File: src/rtl/zpred_seq.sv
// ============================================================================
// Module  : zpred_seq
// Brief   : Sequencer for the ADPCM zero-predictor taps over a shared
//           FMULT/DELAYPREDIC datapath (load, issue, update per tap, done).
// Revision: 1.0 - initial release
// ============================================================================
`default_nettype none

module zpred_seq #(
    parameter int NTAPS = 6
) (
    input  logic       clk,
    input  logic       reset,
    input  logic       start,
    input  logic [1:0] RATE,
    input  logic       TR,
    input  logic       mult_ack,
    output logic       busy,
    output logic [2:0] tap_sel,
    output logic       dq_sel,
    output logic       mult_req,
    output logic       acc_clr,
    output logic       acc_en,
    output logic       upd_en,
    output logic       coef_clr,
    output logic [1:0] rate_q,
    output logic       done,
    output logic       overrun
);

    localparam logic [2:0] C_LAST_TAP = 3'(NTAPS - 1);

    typedef enum logic [2:0] {
        S_IDLE   = 3'd0,
        S_LOAD   = 3'd1,
        S_ISSUE  = 3'd2,
        S_UPDATE = 3'd3,
        S_DONE   = 3'd4
    } state_t;

    state_t     r_state;
    logic [2:0] r_cnt;
    logic       r_tr_q;
    logic [1:0] r_rate_q;
    logic       r_busy;
    logic [2:0] r_tap_sel;
    logic       r_dq_sel;
    logic       r_mult_req;
    logic       r_acc_clr;
    logic       r_upd_en;
    logic       r_coef_clr;
    logic       r_done;
    logic       r_overrun;

    logic       w_in_issue;

    assign w_in_issue = (r_state == S_ISSUE);

    // Outputs for the next cycle are registered alongside the state they decode.
    always_ff @(posedge clk) begin
        if (reset) begin
            r_state    <= S_IDLE;
            r_cnt      <= 3'd0;
            r_tr_q     <= 1'b0;
            r_rate_q   <= 2'd0;
            r_busy     <= 1'b0;
            r_tap_sel  <= 3'd0;
            r_dq_sel   <= 1'b0;
            r_mult_req <= 1'b0;
            r_acc_clr  <= 1'b0;
            r_upd_en   <= 1'b0;
            r_coef_clr <= 1'b0;
            r_done     <= 1'b0;
            r_overrun  <= 1'b0;
        end else begin
            r_acc_clr  <= 1'b0;
            r_upd_en   <= 1'b0;
            r_coef_clr <= 1'b0;
            r_done     <= 1'b0;

            // Any start outside IDLE (DONE included) is a dropped sample.
            if (start && (r_state != S_IDLE)) begin
                r_overrun <= 1'b1;
            end

            case (r_state)
                S_IDLE: begin
                    if (start) begin
                        r_state    <= S_LOAD;
                        r_rate_q   <= RATE;
                        r_tr_q     <= TR;
                        r_cnt      <= 3'd0;
                        r_busy     <= 1'b1;
                        r_acc_clr  <= 1'b1;
                        r_tap_sel  <= 3'd0;
                        r_dq_sel   <= 1'b0;
                        r_mult_req <= 1'b0;
                    end
                end
                S_LOAD: begin
                    r_state    <= S_ISSUE;
                    r_cnt      <= 3'd0;
                    r_mult_req <= 1'b1;
                    r_tap_sel  <= 3'd0;
                    r_dq_sel   <= 1'b1;
                end
                S_ISSUE: begin
                    if (mult_ack) begin
                        r_state    <= S_UPDATE;
                        r_mult_req <= 1'b0;
                        r_upd_en   <= ~r_tr_q;
                        r_coef_clr <= r_tr_q;
                    end
                end
                S_UPDATE: begin
                    if (r_cnt == C_LAST_TAP) begin
                        r_state   <= S_DONE;
                        r_done    <= 1'b1;
                        r_tap_sel <= 3'd0;
                        r_dq_sel  <= 1'b0;
                    end else begin
                        r_state    <= S_ISSUE;
                        r_cnt      <= r_cnt + 3'd1;
                        r_mult_req <= 1'b1;
                        r_tap_sel  <= r_cnt + 3'd1;
                        r_dq_sel   <= 1'b0;
                    end
                end
                S_DONE: begin
                    r_state   <= S_IDLE;
                    r_busy    <= 1'b0;
                    r_cnt     <= 3'd0;
                    r_tap_sel <= 3'd0;
                    r_dq_sel  <= 1'b0;
                end
                default: begin
                    r_state    <= S_IDLE;
                    r_busy     <= 1'b0;
                    r_cnt      <= 3'd0;
                    r_tap_sel  <= 3'd0;
                    r_dq_sel   <= 1'b0;
                    r_mult_req <= 1'b0;
                end
            endcase
        end
    end

    assign busy     = r_busy;
    assign tap_sel  = r_tap_sel;
    assign dq_sel   = r_dq_sel;
    assign mult_req = r_mult_req;
    assign acc_clr  = r_acc_clr;
    assign acc_en   = w_in_issue & mult_ack;
    assign upd_en   = r_upd_en;
    assign coef_clr = r_coef_clr;
    assign rate_q   = r_rate_q;
    assign done     = r_done;
    assign overrun  = r_overrun;

endmodule

`default_nettype wire

File: config.mk
export PLATFORM = sky130hd
export DESIGN_NAME = zpred_seq
export DESIGN_NICKNAME = d
export VERILOG_FILES = /design/src/rtl/zpred_seq.sv
export SDC_FILE = /design/constraint.sdc
export NUM_CORES = 1
export LEC_CHECK = 0
export ABC_AREA = 1
export BUFFER_PORTS_ARGS = -buffer_cell sky130_fd_sc_hd__buf_2
export CAP_MARGIN = 40
export CORE_MARGIN = 1.5
export CORE_UTILIZATION = 40
export CTS_BUF_LIST = sky130_fd_sc_hd__clkbuf_8
export DETAILED_ROUTE_END_ITERATION = 8
export SLEW_MARGIN = 20
export SYNTH_ARGS = -nofsm -noshare
export SYNTH_HDL_FRONTEND = slang
export SYNTH_SLANG_ARGS = --single-unit
export TNS_END_PERCENT = 30
File: constraint.sdc
create_clock -name clk -period 2.25 [get_ports clk]
set_input_delay 0.1125 -clock clk [delete_from_list [all_inputs] [get_ports clk]]
set_output_delay 0.1125 -clock clk [all_outputs]
set_load 0.005 [all_outputs]
# Word level (Yosys, flattened, before mapping)
# Index checks and enable logic that the tools add are counted.
[op_classes]
add_sub_neg = 1
multipliers = 0
div = 0
magnitude_cmp = 0
eq_ne = 8
shifts = 0
muxes = 18
bitwise = 8
n_reduce_logical = 13
[ops]
columns = ["op", "n"]
rows = [
  ["$mux W3", 6],
  ["$pmux W3 S3", 2],
  ["$pmux W3 S4", 1],
  ["$reduce_and A2 Y1", 4],
  ["$not A1 Y1", 7],
  ["$eq A3 B2 Y1 const B", 2],
  ["$eq A3 B3 Y1 const B", 2],
  ["$mux W1", 6],
  ["$ne A2 B2 Y1 const B", 3],
  ["$reduce_or A3 Y1", 2],
  ["$pmux W1 S5", 1],
  ["$reduce_and A4 Y1", 1],
  ["$reduce_or A2 Y1", 2],
  ["$add A3 B1 Y3 const B", 1],
  ["$eq A3 B1 Y1 const B", 1],
  ["$logic_not A3 Y1", 1],
  ["$pmux W1 S3", 1],
  ["$reduce_and A3 Y1", 1],
  ["$reduce_bool A3 Y1", 1],
  ["$pmux W1 S2", 1],
  ["$and A1 B1 Y1", 1],
  ["$logic_and A1 B1 Y1", 1],
]
[word_totals]
register_bits = 20
latch_bits = 0
ramBits = 0
romBits = 0
input_bits = 7
mem_count = 0

# Longest topological paths before layout
[logic_depth]
depth_word = 4
mapped_depth = 10

# Worst setup path after synthesis
# No wires, ideal clock.
[synth_path]
path_type = "register -> register"
startpoint = "register r_cnt[1]"
endpoint = "register r_mult_req (netlist: mult_req)"
arrival_ps = 1043
path_slack_ps = 1094
stages_incl_launch_ff = 11
n_path_buf = 0
path_cell_list = "dfxtp_1 inv_1 ha_1 nand2_1 inv_1 nand2_1 nand2_1 nor2_1 nand2_1 nand2_1 nor2_1"
[synth_via]
elab_chain_len = 3
[synth_rtl]
columns = ["element", "line", "text"]
rows = [
  ["from (decl)", "42", "logic [2:0] r_cnt;"],
  ["from (signal assigned)", "123", "r_cnt <= r_cnt + 3'd1;"],
  ["$eq A3 B3 Y1", "116", "if (r_cnt == C_LAST_TAP) begin"],
  ["$ne A2 B2 Y1 (no source line)", "--", ""],
  ["$reduce_and A4 Y1 (no source line)", "--", ""],
  ["to (signal assigned)", "110", "r_mult_req <= 1'b0;"],
  ["to (signal assigned)", "124", "r_mult_req <= 1'b1;"],
  ["to (signal assigned)", "142", "r_mult_req <= 1'b0;"],
  ["to (decl)", "48", "logic r_mult_req;"],
]
# Every way passes these cells.
# A chain may end at the register's enable or synchronous reset.

# Final worst setup path
[layout_path]
startpoint = "register r_state[0]"
endpoint = "output acc_en"
[layout_via]
elab_chain_len = 2
[layout_rtl]
columns = ["element", "line", "text"]
rows = [
  ["from (decl)", "41", "state_t r_state;"],
  ["from (signal assigned)", "62", "r_state <= S_IDLE;"],
  ["from (signal assigned)", "89", "r_state <= S_LOAD;"],
  ["from (signal assigned)", "101", "r_state <= S_ISSUE;"],
  ["$eq A3 B2 Y1", "57", "assign w_in_issue = (r_state == S_ISSUE);"],
  ["$and A1 B1 Y1", "153", "assign acc_en = w_in_issue & mult_ack;"],
  ["to (decl)", "23", "output logic acc_en,"],
]
# Every way passes these cells.

==> metrics.yaml <==
run_status:
  status: "finished, final reports clean"
route:
  routed_wl_um: 1410
  ant_nets: 0
  dr.first_iter.drc_count: 5
  drc: 0
  vias_per_cell: 4.54
  first_pass_iters: 3
  vias: 649
  wl_per_cell_um: 9.84
cells_and_area:
  final_nets: 128
  instances_no_fill: 143
  drive_above_1_share_pct: 21.2
  antenna_cells: 0
  syn2layout_area_growth_pct: 26.9
clock_network:
  tritoncts: "built"
  root_buffer: "clkbuf_8"
  cts_setup_buffers: 0
  cts_sinks: 20
  clk_path_buf_depth: 2
  htreeDepth: 1
  ctsResizeCount: 0
  clkTransAtPathRegs_ns: 0.07
  clk_latency_ns: 0.26
  ctsHoldBuffers: 0
  numCtsBuffers: 3
power_and_ir_drop:
  peakVddDrop_uv: 491
  leakage_uw: 0.000469
  power.density_nw_per_um2: 890
global_route:
  grt_pass1_vias: 557
  antenna_found_initial: 0
  grt_max_degree: 16
  track_usage_pct: 15.4
  grt_remaining_overflow: 0
  grt_first_pass_wirelength_um: 2280
yosys:
  synth.distinct_cells: 14
  synth_area_um2: 741
  synthCells: 95
  ys_warn_count: 0
  synth_top_area_share_pct: 54.1
  syn_nets: 104
  synth-seq-cells: 20
  ys_seq_area_share_pct: 54.1
  avgSynthCellArea_um2: 7.80
  synth_area_leaders: "dfxtp_1 54%, nand2_1 9.6%, a21oi_1 8.1%, nor2_1 7.6%, inv_1 5.6%"
  synth_area_leader_cell: "dfxtp_1"
floorplan:
  core_area_um2: 1730
  design.portCount: 21
  num_rows: 15
  die_area_um2: 2120
  start_util_pct: 42.9
  die_h_um: 46.0
  fp.dieW_um: 46.0
place:
  dp_cells: 139
  hpwl_um: 1050
  port_buffers: 20
  place_congestion: 0.735
timing:
  rsz0062_at_grt: "no"
  period_needed_ns: 1.36
  relSlewSlack_pct: 81.9
  slew_viol_final: 0
  fin_tns_setup_ns: 0
  hold_viol_final: 0
  finClkSkew_ns: 0.00394
  fmax_mhz: 735
  worstMarginPinSlew_ns: 0.270
  timing.final.crit_share_pct: 60.4
  finalSetupViolCount: 0
flow_run:
  drv_cap: 0
hold_path:
  worstHoldStart: "RATE[1]"
  min_path_type: "in -> reg"
worst_setup_path:
  path_max_fanout: 5
  arrival_ns: 1.25
  critPathKind: "reg -> out"
  rr_startpoint: "r_cnt[1]"
  cp-start-kind: "flip-flop"
  critPathRequiredTime_ns: 2.14
  end_kind: "output pin"
  critPathLaunch: "r_state[0]"
[synthesized netlist by cell type]
library cell	instances
dfxtp_1	20
nand2_1	19
nor2_1	15
a21oi_1	12
inv_1	11
nand3_1	5
o21ai_0	5
ha_1	2
a31oi_1	1
clkbuf_1	1
nor2_2	1
nor3_1	1
or2_1	1
xor2_1	1
[per-stage QoR]
stage	total power [uW]	setup WS, ns	cell area, um2	utilization, %	hold slack, ns
final	836	0.890	940	54.4	0.127
after global placement	490	1.03	868	50.3	0.393
after global routing	878	0.754	940	54.4	0.176
after detailed placement	490	0.977	868	50.3	0.399
after floorplan	454	1.09	741	-	0.182
after CTS	846	0.879	940	54.4	0.124
[area by class of cell]
type	count	area, um2
Clock buffer	3	41.3
Clock inverter	1	30.0
Fill cell	200	787
Inverter	11	41.3
Multi-Input combinational cell	63	295
Sequential cell	20	400
Tap cell	25	31.3
Timing Repair Buffer	20	100
[report_power, final]
group | internal [uW] | switching (uW) | leakage, uW
sequential | 377 | 14.1 | 0.000163
combinational | 36.3 | 54.5 | 0.000270
clock | 237 | 117 | 0.0000357
[routing by layer]
metal	vias to the layer above	part of all wire (%)	routed length, um	global-route usage, %
met5	-	0	0	0
met4	0	2.6	36	10.3
met3	5	4.2	59	3.57
met2	15	46	653	23.3
met1	283	47	658	19.2
li1	346	-	-	-
[cells by family after synthesis]
kind of cell             count (synthesis)  synth area share [%]
AO/OA/AOI/OAI                           18                  12.3
XOR/XNOR                                 1                  1.18
adder cells (fa/ha/maj)                  2                  3.38
buffers and inverters                   12                  6.08
flip-flops                              20                  54.1
AND/OR/NAND/NOR                         42                  23.0
[flip-flops by register name, summed over array words and instances, names as in the netlist]
name,count
r_tr_q,1
r_state,3
acc_clr,1
overrun,1
done,1
tap_sel,3
mult_req,1
dq_sel,1
rate_q,2
busy,1
r_cnt,3
coef_clr,1
upd_en,1
[path summary, 6_finish.rpt]
kind / end / slack, ns / cells past startpoint
hold / removal: rate_q[1] / 0.13 / 3
hold reg to reg: upd_en / 0.41 / 1
setup reg to reg: mult_req / 0.98 / 10
setup / recovery: acc_en / 0.89 / 4
[critical path: stages (launching register included)]
cell	delay, ns
dfxtp_1	0.35
nor2_1	0.25
nand2_1	0.12
nor2_1	0.13
buf_2	0.13
[placed cells by master, fill, tap and decap left out]
cell	n
xor2_1	1
o21ai_0	5
or2_1	1
ha_1	2
dfxtp_1	20
nor3_1	1
a31oi_1	1
inv_1	11
buf_2	20
a21oi_1	12
nor2_1	15
nor2_2	1
bufinv_16	1
nand2_1	19
clkbuf_8	3
nand3_1	5
(Power assumes the default switching activity.)
